### config.mk
export PLATFORM = sky130hd
export DESIGN_NAME = seq_sort_engine_flat
export DESIGN_NICKNAME = d
export VERILOG_FILES = /design/src/rtl/seq_sort_engine_if.sv /design/src/rtl/seq_sort_engine.sv /design/src/flat_wrapper.sv
export SDC_FILE = /design/constraint.sdc
export NUM_CORES = 1
export LEC_CHECK = 0
export BUFFER_PORTS_ARGS = -buffer_cell sky130_fd_sc_hd__buf_2
export CORE_MARGIN = 3
export CORE_UTILIZATION = 59
export DETAILED_ROUTE_END_ITERATION = 8
export PLACE_DENSITY = 0.81
export RECOVER_POWER = 100
export SLEW_MARGIN = 25
export SYNTH_ARGS = -nofsm -noshare
export SYNTH_HDL_FRONTEND = slang
export SYNTH_SLANG_ARGS = --single-unit
### constraint.sdc
create_clock -name clk -period 3.3 [get_ports clk]
set_clock_uncertainty 0.2 [all_clocks]
set_input_delay 0.66 -clock clk [delete_from_list [all_inputs] [get_ports clk]]
set_output_delay 0.66 -clock clk [all_outputs]
set_load 0.02 [all_outputs]
### src/rtl/seq_sort_engine_if.sv
// Sample-in / sorted-out stream bundle for seq_sort_engine.
// master = upstream/downstream side, slave = the engine.
interface seq_sort_if #(
  parameter int DATA_W = 6
);
  logic              in_valid;
  logic              in_ready;
  logic [DATA_W-1:0] in_data;
  logic              mode;
  logic              out_valid;
  logic              out_ready;
  logic [DATA_W-1:0] out_data;
  logic              out_last;

  modport master (
    output in_valid, in_data, mode, out_ready,
    input  in_ready, out_valid, out_data, out_last
  );

  modport slave (
    input  in_valid, in_data, mode, out_ready,
    output in_ready, out_valid, out_data, out_last
  );
endinterface

### src/rtl/seq_sort_engine.sv
// Serial-load, odd-even transposition sorter streaming the sorted frame
// out ascending or descending; median of the last frame held on out_med.
module seq_sort_engine #(
  parameter int DATA_W = 6,
  parameter int NUM    = 5,
  parameter int CNT_W  = $clog2(NUM + 1)
) (
  input  logic              clk,
  input  logic              rst,
  seq_sort_if.slave         sif,
  output logic [DATA_W-1:0] out_med,
  output logic              busy
);

  typedef enum logic [1:0] {
    LOAD = 2'd0,
    SORT = 2'd1,
    OUT  = 2'd2
  } state_e;

  localparam logic [CNT_W-1:0] LAST_IDX = CNT_W'(NUM - 1);

  state_e state_q, state_d;

  logic [DATA_W-1:0] arr_q [NUM];
  logic [DATA_W-1:0] arr_d [NUM];
  logic [DATA_W-1:0] swp   [NUM];
  logic [CNT_W-1:0]  idx_q, idx_d;
  logic [CNT_W-1:0]  pass_q, pass_d;
  logic [CNT_W-1:0]  oidx_q, oidx_d;
  logic              mode_q, mode_d;

  logic              in_ready_q, in_ready_d;
  logic              out_valid_q, out_valid_d;
  logic [DATA_W-1:0] out_data_q, out_data_d;
  logic              out_last_q, out_last_d;
  logic [DATA_W-1:0] out_med_q, out_med_d;
  logic              busy_q, busy_d;

  logic             accept;
  logic             hs;
  logic [CNT_W-1:0] end_oidx;

  assign accept   = (state_q == LOAD) && sif.in_valid && in_ready_q;
  assign hs       = out_valid_q && sif.out_ready;
  assign end_oidx = mode_q ? '0 : LAST_IDX;

  // One transposition stage; pairs are disjoint so in-order updates are safe.
  always_comb begin
    swp = arr_q;
    for (int unsigned i = 0; i < unsigned'(NUM - 1); i++) begin
      if ((i[0] == pass_q[0]) && (arr_q[i] > arr_q[i+1])) begin
        swp[i]   = arr_q[i+1];
        swp[i+1] = arr_q[i];
      end
    end
  end

  always_comb begin
    state_d = state_q;
    unique case (state_q)
      LOAD: if (accept && (idx_q == LAST_IDX)) state_d = SORT;
      SORT: if (pass_q == LAST_IDX)            state_d = OUT;
      OUT:  if (hs && (oidx_q == end_oidx))    state_d = LOAD;
      default:                                 state_d = LOAD;
    endcase
  end

  always_comb begin
    arr_d  = arr_q;
    idx_d  = idx_q;
    pass_d = pass_q;
    oidx_d = oidx_q;
    mode_d = mode_q;
    unique case (state_q)
      LOAD: begin
        if (accept) begin
          arr_d[idx_q] = sif.in_data;
          if (idx_q == '0) mode_d = sif.mode;
          idx_d  = (idx_q == LAST_IDX) ? '0 : idx_q + 1'b1;
          pass_d = '0;
        end
      end
      SORT: begin
        arr_d = swp;
        if (pass_q == LAST_IDX) begin
          pass_d = '0;
          oidx_d = mode_q ? LAST_IDX : '0;
        end else begin
          pass_d = pass_q + 1'b1;
        end
      end
      OUT: begin
        // oidx parks on the final element rather than wrapping.
        if (hs && (oidx_q != end_oidx)) begin
          oidx_d = mode_q ? oidx_q - 1'b1 : oidx_q + 1'b1;
        end
      end
      default: ;
    endcase
  end

  // Outputs are registered from next-state values so they line up with state_q.
  always_comb begin
    in_ready_d  = (state_d == LOAD);
    out_valid_d = (state_d == OUT);
    busy_d      = (state_d != LOAD);
    out_data_d  = out_valid_d ? arr_d[oidx_d] : '0;
    out_last_d  = out_valid_d && (oidx_d == end_oidx);
    out_med_d   = out_med_q;
    if ((state_q == SORT) && (state_d == OUT)) out_med_d = arr_d[NUM/2];
  end

  always_ff @(posedge clk or posedge rst) begin
    if (rst) begin
      state_q <= LOAD;
    end else begin
      state_q <= state_d;
    end
  end

  always_ff @(posedge clk or posedge rst) begin
    if (rst) begin
      for (int unsigned i = 0; i < unsigned'(NUM); i++) arr_q[i] <= '0;
      idx_q       <= '0;
      pass_q      <= '0;
      oidx_q      <= '0;
      mode_q      <= 1'b0;
      in_ready_q  <= 1'b0;
      out_valid_q <= 1'b0;
      out_data_q  <= '0;
      out_last_q  <= 1'b0;
      out_med_q   <= '0;
      busy_q      <= 1'b0;
    end else begin
      arr_q       <= arr_d;
      idx_q       <= idx_d;
      pass_q      <= pass_d;
      oidx_q      <= oidx_d;
      mode_q      <= mode_d;
      in_ready_q  <= in_ready_d;
      out_valid_q <= out_valid_d;
      out_data_q  <= out_data_d;
      out_last_q  <= out_last_d;
      out_med_q   <= out_med_d;
      busy_q      <= busy_d;
    end
  end

  assign sif.in_ready  = in_ready_q;
  assign sif.out_valid = out_valid_q;
  assign sif.out_data  = out_data_q;
  assign sif.out_last  = out_last_q;
  assign out_med       = out_med_q;
  assign busy          = busy_q;

endmodule

### src/flat_wrapper.sv
// flat-port wrapper written by rule: the top's interface ports become plain ports
module seq_sort_engine_flat 
#(
  parameter int DATA_W = 6,
  parameter int NUM    = 5,
  parameter int CNT_W  = $clog2(NUM + 1)
)
  (clk, rst, out_med, busy, sif_in_valid, sif_in_data, sif_mode, sif_out_ready, sif_in_ready, sif_out_valid, sif_out_data, sif_out_last);
  seq_sort_if #(.DATA_W(DATA_W)) sif_i ();
  input  logic clk;
  input  logic rst;
  output logic [DATA_W-1:0] out_med;
  output logic busy;
  input wire logic [$bits(sif_i.in_valid)-1:0] sif_in_valid;
  input wire logic [$bits(sif_i.in_data)-1:0] sif_in_data;
  input wire logic [$bits(sif_i.mode)-1:0] sif_mode;
  input wire logic [$bits(sif_i.out_ready)-1:0] sif_out_ready;
  output wire logic [$bits(sif_i.in_ready)-1:0] sif_in_ready;
  output wire logic [$bits(sif_i.out_valid)-1:0] sif_out_valid;
  output wire logic [$bits(sif_i.out_data)-1:0] sif_out_data;
  output wire logic [$bits(sif_i.out_last)-1:0] sif_out_last;
  assign sif_i.in_valid = sif_in_valid;
  assign sif_i.in_data = sif_in_data;
  assign sif_i.mode = sif_mode;
  assign sif_i.out_ready = sif_out_ready;
  assign sif_in_ready = sif_i.in_ready;
  assign sif_out_valid = sif_i.out_valid;
  assign sif_out_data = sif_i.out_data;
  assign sif_out_last = sif_i.out_last;
  seq_sort_engine #(.DATA_W(DATA_W), .NUM(NUM), .CNT_W(CNT_W)) u_core (.clk(clk), .rst(rst), .sif(sif_i), .out_med(out_med), .busy(busy));
endmodule
# Yosys cells after proc, flatten, opt, wreduce, memory -nomap -nowiden
# Index checks and enable logic that the tools add are counted.
# op_classes
add_sub_neg	4
n_lt_le_gt_ge	7
eq_ne	9
muxes	27
n_bitwise	3
n_reduce_logical	21
# ops
op	count
30-bit case mux with 2 select lines	1
12-bit two-way mux	4
30-bit bitwise mux	1
30-bit two-way mux	1
6-bit greater-than comparator	4
3-bit two-way mux	8
6-bit two-way mux	4
6-bit binary-select mux with 3-bit select	1
6-bit demux with 3-bit select	1
1-bit logical AND	13
3-bit case mux with 2 select lines	2
3-bit by 1-bit adder with 3-bit output (second input constant)	3
4-bit greater-or-equal comparator (second input constant)	2
3-bit NOT with 4-bit output	2
3-bit == test	2
3-bit == test (second input constant)	2
2-bit two-way mux	3
2-bit case mux with 3 select lines	1
2-bit == test (second input constant)	2
2-bit logical NOT	2
4-bit by 1-bit < comparator with 1-bit output (second input constant)	1
2-bit AND reduction	2
2-bit nonzero test	2
3-bit logical NOT	1
other kinds (6)	6
# totals
ff_bits	58
out_inout_bits	16

# Logic depth before layout (Yosys ltp)
# logic_depth
ltp_word	12
depth_mapped	12

# Worst setup path before layout
# Ideal clock, no wire load.
# synth_path
path_kind	reg-to-reg
start	reg u_core.state_q[0]
end	reg u_core.out_med_q[2], in the netlist u_core.out_med[2]
setup_ns	0.125
arrival_time_ns	2.300
t_required_ns	2.975
setup_slack_ns	0.675
path_stages_with_launch	10
path_buffers	1
period_less_slack_ns	2.625
path_cell_list	dfrtp_1 > inv_1 > ha_1 > buf_4 > nand3_4 > nor4_2 > mux2_2 > a22oi_1 > o221ai_1 > mux2_2
# synth_lines
element	line_no	source
from (decl)	seq_sort_engine.sv:23	state_e state_q, state_d;
from (signal assigned)	seq_sort_engine.sv:118	state_q <= state_d;
to (signal assigned)	seq_sort_engine.sv:145	out_med_q <= out_med_d;
to (decl)	seq_sort_engine.sv:37	logic [DATA_W-1:0] out_med_q, out_med_d;

==> metrics <==
top layer in use met4; worst setup path class register to register; fill cell count 562; status complete, no violations; Worst-Skew Late Latency 0.35 ns; gpl congestion 0.919; Peak supply drop 0.000493 V; R2R Path End u_core.out_med[2]$_DFFE_PP0P_; cell with the most instances after synthesis dfrtp_1; DIE AREA 0.00849 mm²; Synth area leader dfrtp_1; global-route wire length before repair 18.9 mm; DR DRC count 0; synthesis-to-layout area growth 9.43%; startpoint types register; hold depth 1; TritonRoute pass-1 iters 5; Clock Root Buffer clkbuf_8; ant diodes 0; Yosys warning count 0; Routed Antenna Nets 0; measured slew at the worst slew-check pin 1.45 ns; reg-to-reg setup timing slack 0.28 ns; Yosys reg bits 58; top cell type's share of synthesized area 33.2%; CP required 3.33 ns; min Tclk post-route 3.02 ns; non-filler cells, final 571; Die X 92.1 µm; Core Rows 30; # setup viols final 0; Unique masters post-synth 70; critical path arrival 3.05 ns; drt wl/cell 20.4 µm; Fin. Hold Viols 0; Fin Setup TNS 0 ns; RSZ-0062 raised after global routing false; HPWL Detailed 8.54 mm; Syn Std Cell Area 0.00438 mm²; worst-case hold slack 0.315 ns; I/O pin total 27; Crit. End Element register; Synthesized Nets 484; met1 WL 5.22 mm; clock sink total 58; Hold Buf Count CTS 0; Max Cap Viol 0; Core Footprint 0.00698 mm²; fin util 68.6%; DR WL met2 5.39 mm; H-Tree Depth 3; power density over the cells 972 mW/mm²; Post-synth ARST share 100%; Nets 514; Initial Util 62.7%; primary flip-flop cell chosen by synthesis mapping dfrtp_1; cts bufs inserted 9; Final period util 91.4%; hold path start u_core.out_med[5]$_DFFE_PP0P_; Starting DRT DRC Count 468; initial antenna violation count 0; CP Max Fanout 8; via count 3736; final WL 11.7 mm; share of post-route cells with drive strength above 1 18.5%; Reg clk slew, reported paths 0.07 ns; worst reg2reg startpoint u_core.state_q[1]$_DFF_PP0_; die height 92.1 µm; hold crit path type register to register; top post-synthesis cells by area dfrtp_1, ha_1, mux2i_1; syn_area_per_cell 9.95 µm²; Tot GR Track Use 28.7%; Slew Limit Headroom 3.40%; Placed Cells 555; P_leak 2.07 nW; # port buffers 26; clk buf depth 2; Hold Path End u_core.out_med[5]$_DFFE_PP0P_; PostCTS Resize Cnt 0; Max Slew Vio Count 0; Max Freq 332 MHz; register area share after synthesis 33.2%; Setup Buffers After CTS 0; number of global-route vias before repair 3639; path depth of the worst reg2reg path 9; total gr overflow 0; CTS tree built; met3 routed WL 869 µm; synthesized instance count 440; vias per std cell 6.54; largest net degree at the start of global routing 31; Post-synth EDFFs 0; most instantiated cells after synthesis dfrtp_1, inv_1, ha_1
-- power by group --
part	internal, W	switching (W)
registers	0.000955	0.000396
clock network	0.000389	0.000304
logic	0.00112	0.00149
total	0.00246	0.00219
-- metrics by stage --
step | area [µm²] | setup slack (ns) | power [W]
detailed placement | 4620 | 0.389 | 0.00389
CTS | 4830 | 0.356 | 0.00460
finish | 4790 | 0.284 | 0.00465
floorplan | 4380 | 0.675 | 0.00320
global placement | 4620 | 0.433 | 0.00380
global route | 4790 | 0.0805 | 0.00496
-- sequential cells by signal (all words and copies together) (netlist names) --
signal                flops
u_core.arr_q             30
u_core.busy               1
u_core.idx_q              3
u_core.mode_q             1
u_core.oidx_q             3
u_core.out_med            6
u_core.pass_q             3
u_core.sif.in_ready       1
u_core.sif.out_data       6
u_core.sif.out_last       1
u_core.sif.out_valid      1
u_core.state_q            2
-- per-layer routing --
metal  vias up  GRT usage (%)
li1       1717              -
met1      1828           40.5
met2       173           43.7
met3        18           5.91
met4         0           10.3
met5         -              0
-- logic make-up (layout without fill, tap and decap cells) --
group / count (synthesis) / in the layout / share of synthesized area [%]
and+or+nand+nor: 110 / 110 / 15.2
DFF: 58 / 58 / 33.2
muxes: 56 / 56 / 13.8
adders and majority gates: 33 / 33 / 9.61
xor gates and xnor gates: 2 / 2 / 0.572
buffers and inverters: 62 / 97 / 6.35
AOI/OAI and AO/OA: 119 / 119 / 21.4
-- area by class of cell --
cell class | instances | area (µm²) | area share (%)
clock buffers | 12 | 155 | 3.24
clock inverters | 4 | 50.0 | 1.04
inverters | 40 | 150 | 3.13
multi-input cells | 320 | 2640 | 55.1
flip-flops and latches | 58 | 1450 | 30.3
well taps | 96 | 120 | 2.51
repair buffers | 41 | 224 | 4.68
-- worst max path at each step --
stage	slack (ns)	from	endpoint
after CTS	0.36	u_core.pass_q[0]$_DFFE_PP0P_	u_core.sif.out_data[3]$_DFF_PP0_
after floorplan	0.67	u_core.state_q[0]$_DFF_PP0_	u_core.out_med[2]$_DFFE_PP0P_
after global routing	0.08	u_core.state_q[1]$_DFF_PP0_	u_core.out_med[2]$_DFFE_PP0P_
final	0.28	u_core.state_q[1]$_DFF_PP0_	u_core.out_med[2]$_DFFE_PP0P_
after global placement	0.43	u_core.pass_q[0]$_DFFE_PP0P_	u_core.sif.out_data[3]$_DFF_PP0_
after detailed placement	0.39	u_core.state_q[1]$_DFF_PP0_	u_core.sif.out_data[3]$_DFF_PP0_
-- cells in the final DEF (no fill, tap or decap), types with 3 or more instances in the layout --
cell and count:
a31oi_1 3, nor2_1 15, nor4b_4 3, buf_4 13
a21o_1 4, a21oi_1 10, o21ai_1 3, nand3_1 26
inv_1 38, clkbuf_1 18, a32oi_1 8, nand2_1 30
o221ai_1 9, mux2i_1 31, a22oi_1 16, ha_1 32
nand4_1 3, o21ai_0 23, nor3_1 3, nand2b_1 7
clkbuf_8 11, nor2b_1 3, o311ai_0 3, a221oi_1 4
dfrtp_1 58, a22oi_2 3, buf_2 10, o211ai_1 10
mux2_4 3, o21a_1 3, mux2_2 22
-- worst max-delay path, cell delays in order (launching register included) --
cell      delay [ns]
dfrtp_1         0.40
inv_1           0.12
ha_1            0.28
nand3_4         0.17
nor4_2          0.18
clkbuf_1        0.38
mux2_2          0.38
a22oi_1         0.16
o221ai_1        0.27
mux2_2          0.34
(Power assumes the default switching activity.)
